--- src/rtl/uart_frame_pkg.sv ---
// Constants shared by the IGBT command frame parser and the reply frame transmitter:
// header bytes, length byte, byte positions within a frame and FSM state encodings.
package uart_frame_pkg;

  localparam logic [7:0] HEAD0     = 8'hAF;
  localparam logic [7:0] HEAD1     = 8'hFA;
  localparam logic [7:0] FRAME_LEN = 8'd9;

  localparam logic [3:0] IDX_HEAD0  = 4'd0;
  localparam logic [3:0] IDX_HEAD1  = 4'd1;
  localparam logic [3:0] IDX_LEN    = 4'd2;
  localparam logic [3:0] IDX_STATUS = 4'd3;
  localparam logic [3:0] IDX_CH     = 4'd4;
  localparam logic [3:0] IDX_CM     = 4'd5;
  localparam logic [3:0] IDX_CL     = 4'd6;
  localparam logic [3:0] IDX_DH     = 4'd7;
  localparam logic [3:0] IDX_DM     = 4'd8;
  localparam logic [3:0] IDX_DL     = 4'd9;
  localparam logic [3:0] IDX_CKH    = 4'd10;
  localparam logic [3:0] IDX_CKL    = 4'd11;
  localparam logic [3:0] IDX_LAST   = 4'd11;

  localparam logic [2:0] ST_IDLE      = 3'd0;
  localparam logic [2:0] ST_LOAD      = 3'd1;
  localparam logic [2:0] ST_WAIT_IDLE = 3'd2;
  localparam logic [2:0] ST_STROBE    = 3'd3;
  localparam logic [2:0] ST_WAIT_BUSY = 3'd4;
  localparam logic [2:0] ST_DONE      = 3'd5;

endpackage

--- src/rtl/uart_ack_frame_tx.sv ---
// Reply frame transmitter: latches a reply request, builds the 12-byte checksummed frame and
// feeds it byte-by-byte into uart_send via send_en/send_data/tx_busy.
module uart_ack_frame_tx
  import uart_frame_pkg::*;
#(
  parameter logic [15:0] BUSY_TIMEOUT = 16'd1000
) (
  input  logic        sys_clk,
  input  logic        sys_rst_n,
  input  logic        ack_req,
  input  logic [7:0]  ack_status,
  input  logic [23:0] ack_charge_time,
  input  logic [23:0] ack_discharge_time,
  input  logic        tx_busy,
  output logic        send_en,
  output logic [7:0]  send_data,
  output logic        ack_busy,
  output logic        ack_done,
  output logic        ack_err
);

  logic [2:0]  state_q, state_d;
  logic [3:0]  idx_q, idx_d;
  logic [15:0] cnt_q, cnt_d;
  logic [7:0]  status_q, status_d;
  logic [23:0] charge_q, charge_d;
  logic [23:0] discharge_q, discharge_d;
  logic [15:0] csum_q, csum_d;
  logic        send_en_q, send_en_d;
  logic [7:0]  send_data_q, send_data_d;
  logic        ack_busy_q, ack_busy_d;
  logic        ack_done_q, ack_done_d;
  logic        ack_err_q, ack_err_d;

  logic [15:0] csum_calc;
  logic [7:0]  frame_byte;

  // Sum of bytes LEN..DL, each zero-extended.
  always_comb begin
    csum_calc = {8'd0, FRAME_LEN}
              + {8'd0, status_q}
              + {8'd0, charge_q[23:16]}
              + {8'd0, charge_q[15:8]}
              + {8'd0, charge_q[7:0]}
              + {8'd0, discharge_q[23:16]}
              + {8'd0, discharge_q[15:8]}
              + {8'd0, discharge_q[7:0]};
  end

  always_comb begin
    frame_byte = 8'h00;
    case (idx_q)
      IDX_HEAD0:  frame_byte = HEAD0;
      IDX_HEAD1:  frame_byte = HEAD1;
      IDX_LEN:    frame_byte = FRAME_LEN;
      IDX_STATUS: frame_byte = status_q;
      IDX_CH:     frame_byte = charge_q[23:16];
      IDX_CM:     frame_byte = charge_q[15:8];
      IDX_CL:     frame_byte = charge_q[7:0];
      IDX_DH:     frame_byte = discharge_q[23:16];
      IDX_DM:     frame_byte = discharge_q[15:8];
      IDX_DL:     frame_byte = discharge_q[7:0];
      IDX_CKH:    frame_byte = csum_q[15:8];
      IDX_CKL:    frame_byte = csum_q[7:0];
      default:    frame_byte = 8'h00;
    endcase
  end

  always_comb begin
    state_d     = state_q;
    idx_d       = idx_q;
    cnt_d       = cnt_q;
    status_d    = status_q;
    charge_d    = charge_q;
    discharge_d = discharge_q;
    csum_d      = csum_q;
    send_en_d   = send_en_q;
    send_data_d = send_data_q;
    ack_busy_d  = ack_busy_q;
    ack_done_d  = 1'b0;
    ack_err_d   = 1'b0;

    case (state_q)
      ST_IDLE: begin
        if (ack_req) begin
          status_d    = ack_status;
          charge_d    = ack_charge_time;
          discharge_d = ack_discharge_time;
          ack_busy_d  = 1'b1;
          state_d     = ST_LOAD;
        end
      end
      ST_LOAD: begin
        csum_d  = csum_calc;
        idx_d   = 4'd0;
        state_d = ST_WAIT_IDLE;
      end
      ST_WAIT_IDLE: begin
        // Waiting for tx_busy to drop guarantees a low gap on send_en between bytes.
        if (!tx_busy) begin
          send_data_d = frame_byte;
          send_en_d   = 1'b1;
          state_d     = ST_STROBE;
        end
      end
      ST_STROBE: begin
        cnt_d   = 16'd0;
        state_d = ST_WAIT_BUSY;
      end
      ST_WAIT_BUSY: begin
        if (tx_busy) begin
          send_en_d = 1'b0;
          if (idx_q == IDX_LAST) begin
            state_d = ST_DONE;
          end else begin
            idx_d   = idx_q + 4'd1;
            state_d = ST_WAIT_IDLE;
          end
        end else begin
          cnt_d = cnt_q + 16'd1;
          // Abort so that send_en has been high for exactly BUSY_TIMEOUT cycles.
          if (cnt_d == BUSY_TIMEOUT - 16'd1) begin
            send_en_d  = 1'b0;
            ack_err_d  = 1'b1;
            ack_busy_d = 1'b0;
            state_d    = ST_IDLE;
          end
        end
      end
      ST_DONE: begin
        ack_done_d = 1'b1;
        ack_busy_d = 1'b0;
        state_d    = ST_IDLE;
      end
      default: begin
        send_en_d  = 1'b0;
        ack_busy_d = 1'b0;
        state_d    = ST_IDLE;
      end
    endcase
  end

  always_ff @(posedge sys_clk) begin
    if (!sys_rst_n) begin
      state_q     <= ST_IDLE;
      idx_q       <= 4'd0;
      cnt_q       <= 16'd0;
      status_q    <= 8'd0;
      charge_q    <= 24'd0;
      discharge_q <= 24'd0;
      csum_q      <= 16'd0;
      send_en_q   <= 1'b0;
      send_data_q <= 8'd0;
      ack_busy_q  <= 1'b0;
      ack_done_q  <= 1'b0;
      ack_err_q   <= 1'b0;
    end else begin
      state_q     <= state_d;
      idx_q       <= idx_d;
      cnt_q       <= cnt_d;
      status_q    <= status_d;
      charge_q    <= charge_d;
      discharge_q <= discharge_d;
      csum_q      <= csum_d;
      send_en_q   <= send_en_d;
      send_data_q <= send_data_d;
      ack_busy_q  <= ack_busy_d;
      ack_done_q  <= ack_done_d;
      ack_err_q   <= ack_err_d;
    end
  end

  assign send_en   = send_en_q;
  assign send_data = send_data_q;
  assign ack_busy  = ack_busy_q;
  assign ack_done  = ack_done_q;
  assign ack_err   = ack_err_q;

endmodule

--- config.mk ---
export PLATFORM = sky130hd
export DESIGN_NAME = uart_ack_frame_tx
export DESIGN_NICKNAME = d
export VERILOG_FILES = /design/src/rtl/uart_frame_pkg.sv /design/src/rtl/uart_ack_frame_tx.sv
export SDC_FILE = /design/constraint.sdc
export NUM_CORES = 1
export LEC_CHECK = 0
export ABC_AREA = 1
export BUFFER_PORTS_ARGS = -buffer_cell sky130_fd_sc_hd__buf_2
export CAP_MARGIN = 20
export CORE_AREA = 2 2 146 148
export DETAILED_ROUTE_END_ITERATION = 8
export DIE_AREA = 0 0 148 150
export SYNTH_ARGS = -nofsm -noshare
export SYNTH_HDL_FRONTEND = slang
export SYNTH_SLANG_ARGS = --single-unit
--- constraint.sdc ---
create_clock -name sys_clk -period 6.2 [get_ports sys_clk]
set_clock_uncertainty 0.1 [all_clocks]
set_input_delay 0.62 -clock sys_clk [delete_from_list [all_inputs] [get_ports sys_clk]]
set_output_delay 0.62 -clock sys_clk [all_outputs]
set_load 0.03 [all_outputs]
After elaboration in Yosys (flattened, before gate mapping)
Index checks and enable logic that the tools add are counted.

storage, ports and cells
  bits in registers = 107
  word-level logic and storage cells = 85
  input bits = 60
  output and inout bits = 12

operators by class
  reduce and logical (&&, ||, !) cells = 14
  add/sub/neg operators = 9
  muxes and demuxes = 21
  eq/ne operators = 24
  bitwise logic cells = 5

operator list
  operator               count
  $pmux 8 s12            1
  $pmux 16 s2            1
  $add 16x1->16 const B  1
  $eq 16x10->1 const B   1
  $eq 4x3->1 const B     4
  $eq 4x4->1 const B     4
  $mux 16                1
  $add 14x8->15          1
  $mux 3                 5
  $pmux 3 s5             1
  $add 13x8->14          1
  $add 12x8->13          1
  $add 11x8->12          1
  $ne 2x2->1 const B     6
  $add 10x8->11          1
  $add 9x8->10           1
  $add 4x8->9 const A    1
  $reduce_and 3->1       3
  $eq 4x2->1 const B     2
  $mux 4                 2
  $pmux 4 s2             1
  $mux 1                 7
  $eq 3x2->1 const B     2
  $eq 3x3->1 const B     2
  13 further kinds       22

Logic depth before layout (Yosys ltp)
Gate-level depths: netlist (run 1).

  depth in word-level cells = 7
  depth in mapped cells = 19
  depth with buffers taken out = 19

Worst setup path before layout (run 1)
Ideal clock, no wire load.

  path type = register to register
  start point = reg status_q[2]
  end point = reg csum_q[8]
  arrival time = 3756 ps
  path buffers = 0
  setup slack = 2223 ps
  cell stages (with the launch flop) = 20
  clock period less this slack = 3977 ps
  required time = 5979 ps
  setup time = 121 ps
  cells stage by stage = dfxtp_1 inv_1 fa_1 inv_1 fa_1 fa_1 inv_1 fa_1 inv_1 ha_1 inv_1 fa_1 o21ai_0 nand2_1 nand2_1 a21oi_1 nor2_1 nor2_1 nand2_1 o21ai_0

between the ends
  word-level cells in the longest chain between the ends = 7

RTL lines
  element                   RTL line                  text
  start: declaration        uart_ack_frame_tx.sv:25   logic [7:0] status_q, status_d;
  start signal: assignment  uart_ack_frame_tx.sv:161  status_q <= status_d;
  $add 4x8->9               uart_ack_frame_tx.sv:41   + {8'd0, status_q}
  $add 9x8->10              uart_ack_frame_tx.sv:42   + {8'd0, charge_q[23:16]}
  $add 10x8->11             uart_ack_frame_tx.sv:43   + {8'd0, charge_q[15:8]}
  $add 11x8->12             uart_ack_frame_tx.sv:44   + {8'd0, charge_q[7:0]}
  $add 12x8->13             uart_ack_frame_tx.sv:45   + {8'd0, discharge_q[23:16]}
  $add 13x8->14             uart_ack_frame_tx.sv:46   + {8'd0, discharge_q[15:8]}
  $add 14x8->15             uart_ack_frame_tx.sv:47   + {8'd0, discharge_q[7:0]};
  end signal: assignment    uart_ack_frame_tx.sv:164  csum_q <= csum_d;
  end: declaration          uart_ack_frame_tx.sv:28   logic [15:0] csum_q, csum_d;

Every way passes these cells.
A chain may end at the register's enable or synchronous reset.

Final worst setup path (run 1)
  start point = reg status_q[2]
  end point = reg csum_q[10]

Same word-level chain as after synthesis.

==> results of run 1 <==
==> power by group <==
group / switching (mW) / leakage [nW] / internal [mW] / total [mW]
Combinational: 0.728 / 1.97 / 0.469 / 1.20
Sequential: 0.0362 / 0.837 / 0.738 / 0.774
Clock: 0.274 / 0.131 / 0.277 / 0.551
==> synth_stat cells, types with 7 or more instances <==
library cell / number / share of area
nand4_1: 7 / 0.0072
inv_1: 156 / 0.097
clkbuf_1: 18 / 0.011
nor2_2: 13 / 0.013
nand3_1: 35 / 0.029
fa_1: 39 / 0.13
dfxtp_1: 102 / 0.34
a21oi_1: 100 / 0.083
o22ai_1: 21 / 0.022
nand2_1: 117 / 0.073
o21ai_0: 75 / 0.062
ha_1: 25 / 0.052
nor2_1: 32 / 0.020
==> placed cells by master (no fill, tap or decap), drive strengths merged <==
cell      synthesis  layout
inv             161     162
nand2           123     123
dfxtp           102     102
a21oi           100     100
o21ai            76      76
buf               7      74
nor2             50      50
fa               39      39
nand3            37      37
ha               25      25
o22ai            21      21
clkbuf           18       9
nand4             7       7
xor2              5       5
nor3              4       4
o2111ai           4       4
clkinv            1       4
a211oi            3       3
clkinvlp          0       3
a221oi            2       2
nand3b            2       2
o211ai            1       1
xnor2             1       1
a21boi            1       1
a21o              1       1
o32ai             1       1
a31oi             1       1
o31ai             1       1
==> critical path, cell delays in order (launching register included) <==
cell and delay, ps:
dfxtp_1 320, inv_1 70, fa_1 530, inv_1 50, fa_1 500, fa_1 560, inv_1 60, fa_1 470
inv_1 70, ha_1 180, inv_1 60, fa_1 390, o21ai_0 280, nand2_1 120, nand2_1 80, a21oi_1 70
nor2_1 130, o21ai_0 110, a21oi_1 120
==> state kept, by name, summed over array words and instances, names as in the netlist <==
name,count
ack_done,1
cnt_q,16
ack_err,1
idx_q,4
ack_busy,1
status_q,8
send_en,1
charge_q,24
csum_q,11
send_data,8
state_q,3
discharge_q,24
==> per-layer routing <==
layer | up-vias | share of wire | track usage
li1 | 2667 | - | -
met1 | 2408 | 0.50 | 0.2047
met2 | 114 | 0.45 | 0.2275
met3 | 14 | 0.037 | 0.01585
met4 | 0 | 0.018 | 0.05143
met5 | - | 0 | 0
==> layout make-up <==
| class | instances | area [um^2] |
|---|---|---|
| tap | 275 | 344.1 |
| clock buffer | 9 | 225.2 |
| sequential | 102 | 2042 |
| inverter | 162 | 608.1 |
| fill | 2204 | 13730 |
| timing repair buffer | 74 | 377.9 |
| clock inverter | 7 | 61.31 |
| multi-input combinational | 505 | 3306 |
==> kinds of logic (layout without fill, tap and decap cells) <==
family,Yosys count,after routing,share of synthesized area
XOR/XNOR,6,6,0.009922
adder cells (fa/ha/maj),64,64,0.1807
buffers and inverters,187,252,0.1178
flip-flops,102,102,0.3373
AO/OA/AOI/OAI,212,212,0.1877
AND/OR/NAND/NOR,223,223,0.1666
==> through the flow <==
| step | worst slack [ps] | std cells |
|---|---|---|
| after CTS | 1901 | 1134 |
| after floorplan | 2223 | 794 |
| final | 1860 | 1134 |
| after global routing | 1612 | 1134 |
| after detailed placement | 1937 | 1118 |
| after global placement | 2051 | 1118 |
==> worst max path at each step <==
stage | startpoint | to | slack, ps | cells after the start
CTS | status_q[2] | csum_q[10] | 1900 | 18
detailed placement | status_q[2] | csum_q[8] | 1940 | 19
global placement | status_q[2] | csum_q[8] | 2050 | 19
global route | status_q[2] | csum_q[10] | 1610 | 18
floorplan | status_q[2] | csum_q[8] | 2220 | 19
finish | status_q[2] | csum_q[10] | 1860 | 18
==> metrics.md, run 1 <==
| Metric | Value |
|---|---|
| Fin. Hold Viols | 0 |
| Total Power | about 2.5 mW |
| FF+latch count, synth | between 100 and 150 |
| Hold Startpoint | send_en |
| Setup Fix Bufs, Post-CTS | 0 |
| Cts hold-fix bufs | 0 |
| Status | finished clean |
| CTS root buffer | clkbuf_16 |
| Hold Path Sink | send_en |
| CP Capture Type | flip-flop |
| DR iter-0 viols | 369 |
| Startpoint Class | flip-flop |
| Clk buf depth | 2 |
| Antenna Cells | 0 |
| DRC viols | 0 |
| Tmin final | 4340 ps |
| Total number of vias | 5,203 |
| Initial Util | 0.2926 |
| DIE AREA | 22,200 um^2 |
| # port buffers | between 70 and 80 |
| Clk sinks | 102 |
| Slew @ Worst Pin | 630.6 ps |
| Reg2reg start | status_q[2] |
| Hold WS | 354.0 ps |
| Power Density | 362.1 nW/um^2 |
| P&R area growth vs syn | 15.05% |
| Cells after synthesis | slightly below 800 |
| FMAX | ~230 MHz |
| Num CTS Buffers | 9 |
| Post-DRT Antenna Nets | 0 |
| Worst-Skew Late Latency | 360 ps |
| Post-synth EDFFs | 0 |
| Fraction of registers with async set/reset | 0 |
| Syn Area/Cell | 7.624 um^2 |
| Syn. warnings | 0 |
| I/O pin count | around 70 |
| Synth cell types | 34 |
| Hold Path Class | reg2reg |
| Maximum fanout along the worst path | 3 |
| Hold depth | 2 |
| Share of cells above drive strength 1 | 0.1444 |
| Total GRT Usage | 0.1444 |
| Main synth FF type | dfxtp_1 |
| Critical path type | reg2reg |
| Routed WL | about 15 mm |
| Final Wtd Congestion | 0.8551 |
| Reg2Reg Depth | 18 |
| Reg-to-reg endpoint | csum_q[10] |
| Worst-path clk slew | 80 ps |
| Register-to-register setup slack | between 1500 and 2000 ps |
| Pin count of the biggest net entering global routing | 73 |
| Avg Vias per Cell | 4.588 |
| RSZ-0062 raised after global routing | no |
| H-tree levels | 3 |
| Period utilization | 0.7000 |
| Mapped Area | 6053 um^2 |
| Max_slew headroom | 0.5784 |
| Post-cts resize count | 0 |
| Drt wl/cell | 13.58 um |
| Die width | 148 um |
| Area of the core | about 21,000 um^2 |
| Slew Limit Fails | 0 |
| Critical path data arrival time | 4540 ps |
| Initial antenna violation count | 0 |
| First-pass GRT wire length | 25.21 mm |
| Placed instance area | 6678 um^2 |
| CTS tree | built |
| Peak VDD IR | 0.0001892 V |
| Net Count, Synth | 918 |
| Placed wire-length estimate | around 12 mm |
| Setup TNS | 0 ps |
| P_leak | around 3 nW |
| Die H | 150 um |
| Layout Utilization | 0.3366 |
| CP Data Required Time | 6400 ps |
| Total grt overflow | 0 |
| Number of global-route vias before repair | between 4k and 5k |
| Final Cell Area | 6964 um^2 |
| Row cnt | 53 |
| Initial DRT Pass Iterations | 4 |
| Number of max-cap violations | 0 |
| Layout net count | 978 |
| Setup violations, final | 0 |
| Sequential-to-total area share from yosys stat | 0.3373 |
Power figures use the tool's default switching activity.
==> inputs of run 2 (changes only) <==
==> constraint.sdc (replaced) <==
create_clock -name sys_clk -period 4.4 [get_ports sys_clk]
set_clock_uncertainty 0.1 [all_clocks]
set_input_delay 0.44 -clock sys_clk [delete_from_list [all_inputs] [get_ports sys_clk]]
set_output_delay 0.44 -clock sys_clk [all_outputs]
set_load 0.03 [all_outputs]
==> metrics.md, run 2 (same netlist as run 1, synthesis figures left out) <==
| Metric | Value |
|---|---|
| Status | finished clean |
| Power Density | a little over 500 nW/um^2 |
| Crit path from | status_q[4] |
| Row cnt | 53 |
| Max_slew headroom | 0.5302 |
| Slew Limit Fails | 0 |
| H-tree levels | 3 |
| Most frequent cells in the layout | inv_1, nand2_1, dfxtp_1 |
| Total Power | 3.610 mW |
| P_leak | approximately 3 nW |
| Slew @ Worst Pin | 704.7 ps |
| Startpoint Class | flip-flop |
| Post-Layout Cell Count | 1,134 |
| I/O pin count | between 70 and 80 |
| Switching pwr | 1.498 mW |
| Worst-Skew Late Latency | 360 ps |
| Tmin final | 4167 ps |
| Placed cells | 1,118 |
| Worst-path clk slew | 80 ps |
| FMAX | roughly 240 MHz |
| P_int | 2.112 mW |
| Critical path data arrival time | 4330 ps |
| Die width | between 100 and 150 um |
| Area of the core | between 20,000 and 25,000 um^2 |
| Setup violations, final | 0 |
| Layout Utilization | 0.3367 |
| Number of global-route vias before repair | 5,021 |
| Max stage delay cell, worst path | fa_1 |
| Logic pwr share | 0.480 |
| Total grt overflow | 0 |
| Reg-to-reg endpoint | csum_q[9] |
| Number of max-cap violations | 0 |
| Total number of vias | ~5.2k |
| Routed WL | 15.33 mm |
| Sw frac | 0.4150 |
| Pin count of the biggest net entering global routing | 74 |
| P&R area growth vs syn | 15.09% |
| CP endpoint | csum_q[9] |
| Initial antenna violation count | 0 |
| Avg Vias per Cell | 4.583 |
| Share of cells above drive strength 1 | 0.1467 |
| Antenna Cells | 0 |
| Register-to-register setup slack | around 230 ps |
| Reg2Reg Depth | 18 |
| Layout net count | 978 |
| Period utilization | 0.9471 |
| Crit-path cells | inv_1, fa_1, inv_1, fa_1, fa_1, inv_1, fa_1, inv_1, ha_1, a21oi_1, nand2_1, nand3_1, a21boi_0, o21ai_0, a21o_1, nand3_1, nand2_1, inv_1 |
| CTS tree | built |
| RSZ-0062 raised after global routing | no |
| Cts hold-fix bufs | 0 |
| Fin. Hold Viols | 0 |
| DRC viols | 0 |
| Die H | ~150 um |
| Filler cells | about 2.3k |
| Slowest stage delay, CP | 540 ps |
| Reg2reg start | status_q[4] |
| Peak VDD IR | about 0.00029 V |
| Final Wtd Congestion | 0.8587 |
| Num CTS Buffers | 9 |
| Initial DRT Pass Iterations | 4 |
| Hold Path Class | in2reg |
| Clk buf depth | 2 |
| DIE AREA | between 20,000 and 25,000 um^2 |
| CP Capture Type | flip-flop |
| Total GRT Usage | 0.1454 |
| # port buffers | 71 |
| Largest registers | charge_q: 24 flops, discharge_q: 24 flops, cnt_q: 16 flops |
| Commonest non-fill, non-tap cell in the layout | inv_1 |
| Clock network fraction of total power | 0.217 |
| First-pass GRT wire length | 25.31 mm |
| Maximum fanout along the worst path | 4 |
| Most frequent CP cell | inv_1 |
| Placed wire-length estimate | around 12 mm |
| CTS root buffer | clkbuf_16 |
| Reg power frac | 0.302 |
| Drt wl/cell | around 14 um |
| Clk sinks | 102 |
| Critical path type | reg2reg |
| Post-DRT Antenna Nets | 0 |
| Initial Util | 0.2926 |
| Setup TNS | 0 ps |
| CP Data Required Time | 4560 ps |
| DR iter-0 viols | around 300 |
run 2: changes by cell type in the layout (fill, tap and decap cells not counted):
cell / previous run / this run
clkinvlp_4: 3 / 1
inv_8: 0 / 2
clkinv_2: 1 / 2
clkinv_8: 1 / 0
fa_1: 39 / 38
fa_2: 0 / 1
o21ai_0: 75 / 74
o21ai_2: 1 / 2
run 2: how the worst min path moves through the flow:
stage	startpoint	endpoint	slack, ps	cells after the start
finish	ack_status[7]	status_q[7]	250	3
global route	ack_discharge_time[23]	discharge_q[23]	270	3
CTS	ack_discharge_time[6]	discharge_q[6]	250	3
detailed placement	send_en	send_en	350	2
global placement	send_en	send_en	350	2
floorplan	discharge_q[18]	discharge_q[18]	340	2
run 2: timing repair:
action | CTS | global route
endpoints found under the hold margin | 0 | 0
gates resized for setup | 0 | 3
buffers inserted | 0 | 0
endpoints found under the setup margin | 0 | 2
run 2: critical path, delay by kind of cell (launching register included):
kind,cells,cell delay [ps]
AOI/OAI and AO/OA,4,660
and+or+nand+nor,4,320
DFF,1,310
adders and majority gates,5,2430
buffers and inverters,5,250
run 2: power by group through the flow:
| stage | combinational (mW) | sequential, mW | clock (mW) |
|---|---|---|---|
| 2_1_floorplan | 1.33 | 1.11 | 0 |
| 3_3_place_gp | 1.68 | 1.11 | 0 |
| 3_5_place_dp | 1.69 | 1.11 | 0 |
| 4_1_cts | 1.71 | 1.09 | 0.794 |
| 5_1_grt | 2.07 | 1.11 | 0.833 |
| 6_report | 1.73 | 1.09 | 0.785 |
run 2: routing by layer:
metal	part of all wire	up-vias	routed length, um	GRT usage
met2	0.45	103	6932	0.2315
met3	0.035	16	536	0.02104
met5	0	-	0	0
li1	-	2673	-	-
met4	0.016	0	238	0.04524
met1	0.50	2405	7622	0.2039
run 2: area by class of cell:
type	instances	area [um^2]	share of cell area
Clock buffer	9	225.2	0.03233
Clock inverter	7	57.56	0.008261
Inverter	162	608.1	0.08728
Multi-Input combinational cell	505	3312	0.4754
Sequential cell	102	2042	0.2931
Tap cell	275	344.1	0.04939
Timing Repair Buffer	74	377.9	0.05424
run 2: metrics by stage:
stage	cell area [um^2]	setup WS (ps)	hold WS (ps)
5_1_grt	6967	2.293	267.9
3_3_place_gp	6678	251.0	348.8
3_5_place_dp	6678	180.5	352.3
6_report	6967	232.7	250.5
4_1_cts	6960	137.5	246.5
2_1_floorplan	6053	423.0	341.6
==> inputs of run 3 (changes only) <==
--- a/config.mk
+++ b/config.mk
@@ -8,9 +8,9 @@
 export ABC_AREA = 1
 export BUFFER_PORTS_ARGS = -buffer_cell sky130_fd_sc_hd__buf_2
 export CAP_MARGIN = 20
-export CORE_AREA = 2 2 146 148
+export CORE_AREA = 2 2 122 124
 export DETAILED_ROUTE_END_ITERATION = 8
-export DIE_AREA = 0 0 148 150
+export DIE_AREA = 0 0 124 126
 export SYNTH_ARGS = -nofsm -noshare
 export SYNTH_HDL_FRONTEND = slang
 export SYNTH_SLANG_ARGS = --single-unit
==> metrics.md, run 3 (same netlist as run 1, synthesis figures left out) <==
| Metric | Value |
|---|---|
| Clk sinks | 102 |
| Pin count of the biggest net entering global routing | 110 |
| Row cnt | 44 |
| # port buffers | 71 |
| DIE AREA | 15,620 um^2 |
| Peak VDD IR | 0.0002915 V |
| Maximum fanout along the worst path | 3 |
| Reg power frac | 0.300 |
| Slew Limit Fails | 0 |
| Largest registers | charge_q: 24 flops, discharge_q: 24 flops, cnt_q: 16 flops |
| Hold Path Sink | discharge_q[22] |
| Period utilization | 0.9338 |
| DR iter-0 viols | roughly 250 |
| Status | finished clean |
| Drt wl/cell | 13.97 um |
| Met2 usage | 0.3255 |
| Routed WL | 14.56 mm |
| Critical path type | reg2reg |
| CP Data Required Time | 4530 ps |
| P_int | 2.217 mW |
| Final Wtd Congestion | 0.9026 |
| Total grt overflow | 0 |
| Logic pwr share | 0.466 |
| Die H | 126 um |
| CP Capture Type | flip-flop |
| DRC viols | 0 |
| Startpoint Class | flip-flop |
| Hold Path Class | in2reg |
| First-pass GRT wire length | between 20 and 25 mm |
| Sw frac | 0.3916 |
| Reg-to-reg endpoint | csum_q[8] |
| I/O pin count | 72 |
| Total GRT Usage | 0.2017 |
| Routing usage on met1 | 0.2704 |
| Area of the core | 14,310 um^2 |
| CTS tree | built |
| Post-Layout Cell Count | 1,042 |
| Avg Vias per Cell | 4.972 |
| Setup violations, final | 0 |
| Die width | ~120 um |
| Critical path data arrival time | 4240 ps |
| Initial DRT Pass Iterations | 5 |
| RSZ-0062 raised after global routing | no |
| Register-to-register setup slack | between 200 and 300 ps |
| Setup TNS | 0 ps |
| H-tree levels | 3 |
| Hold depth | 3 |
| Commonest non-fill, non-tap cell in the layout | inv_1 |
| Clock network fraction of total power | 0.234 |
| Most frequent cells in the layout | inv_1, nand2_1, dfxtp_1 |
| Hold Startpoint | ack_discharge_time[22] |
| Setup Fix Bufs, Post-CTS | 0 |
| Reg2Reg Depth | 19 |
| Layout net count | approximately 980 |
| Share of cells above drive strength 1 | 0.1457 |
| Power Density | roughly 530 nW/um^2 |
| Placed cells | 1,026 |
| Layer with the highest usage | met2 |
| Slew @ Worst Pin | 950.7 ps |
| Tmin final | 4109 ps |
| Placed wire-length estimate | 10.89 mm |
| FMAX | between 200 and 250 MHz |
| P_leak | 2.967 nW |
| CTS root buffer | clkbuf_16 |
| Switching pwr | 1.427 mW |
| Number of global-route vias before repair | 5,014 |
| Initial Util | 0.4229 |
| Worst-Skew Late Latency | 350 ps |
| Clk buf depth | 2 |
| Initial antenna violation count | 0 |
| Antenna Cells | 0 |
| Worst-path clk slew | 70 ps |
| Reg2reg start | status_q[2] |
| Post-DRT Antenna Nets | 0 |
| P&R area growth vs syn | 13.70% |
| M3 GR Usage | 0.03533 |
| Num CTS Buffers | 9 |
| Total number of vias | 5,181 |
| Fin. Hold Viols | 0 |
| Max_slew headroom | 0.3662 |
| Number of max-cap violations | 0 |
run 3: changes by cell type in the layout (fill, tap and decap cells not counted), sizes merged:
cell	change
clkbuf	+4
inv	-3
buf	-1
bufinv	+1
clkinv	-1
clkinvlp	-1
run 3: repair_timing:
item,CTS,global route
setup endpoints to repair,0,3
hold endpoints to repair,0,0
resized for setup,0,4
hold buffers,0,0
run 3: metal layers:
metal | wire, um | share of wire
met4 | 344 | 0.024
met1 | 6741 | 0.46
met5 | 0 | 0
met3 | 602 | 0.041
met2 | 6869 | 0.47
run 3: power by group through the flow:
| stage | sequential, mW | combinational (mW) | clock, mW |
|---|---|---|---|
| after floorplan | 1.11 | 1.33 | 0 |
| after global placement | 1.11 | 1.66 | 0 |
| after detailed placement | 1.11 | 1.67 | 0 |
| after CTS | 1.09 | 1.69 | 0.880 |
| after global routing | 1.11 | 2.04 | 0.910 |
| final | 1.09 | 1.70 | 0.852 |
run 3: cell type report:
| class | count | area, um^2 |
|---|---|---|
| clock buffers | 13 | 280.3 |
| clock inverters | 3 | 40.04 |
| flip-flops and latches | 102 | 2042 |
| repair buffers | 73 | 370.4 |
| multi-input cells | 505 | 3312 |
| inverters | 162 | 608.1 |
| fillers | 1495 | 7431 |
| well taps | 184 | 230.2 |
run 3: worst max-delay path by stage:
stage                start    endpoint  slack [ps]
3_5_place_dp   status_q[2]   csum_q[8]         160
3_3_place_gp   status_q[2]   csum_q[8]         230
6_report       status_q[2]   csum_q[8]         290
4_1_cts        status_q[2]   csum_q[8]         150
2_1_floorplan  status_q[2]   csum_q[8]         420
5_1_grt        charge_q[2]  csum_q[10]          20
run 3: critical path, cell delays in order, from the launching register on:
cell	delay [ps]
dfxtp_1	310
inv_1	70
fa_1	540
inv_1	60
fa_1	500
fa_1	540
inv_1	50
fa_1	460
inv_1	70
ha_1	190
inv_1	70
fa_2	360
o21ai_2	160
nand2_1	80
nand2_1	60
a21oi_1	70
nor2_1	130
nor2_1	60
nand2_1	50
o21ai_0	70
run 3: metrics by stage:
stage          utilization  hold slack, ps  power, mW  area, um^2  setup slack, ps
2_1_floorplan            -           341.6      2.441        6053            423.0
3_3_place_gp        0.4580           348.9      2.776        6556            234.7
3_5_place_dp        0.4580           352.8      2.779        6556            157.1
4_1_cts             0.4804           247.0      3.666        6877            151.0
5_1_grt             0.4809           267.8      4.056        6883            16.02
6_report            0.4809           262.0      3.644        6883            291.1
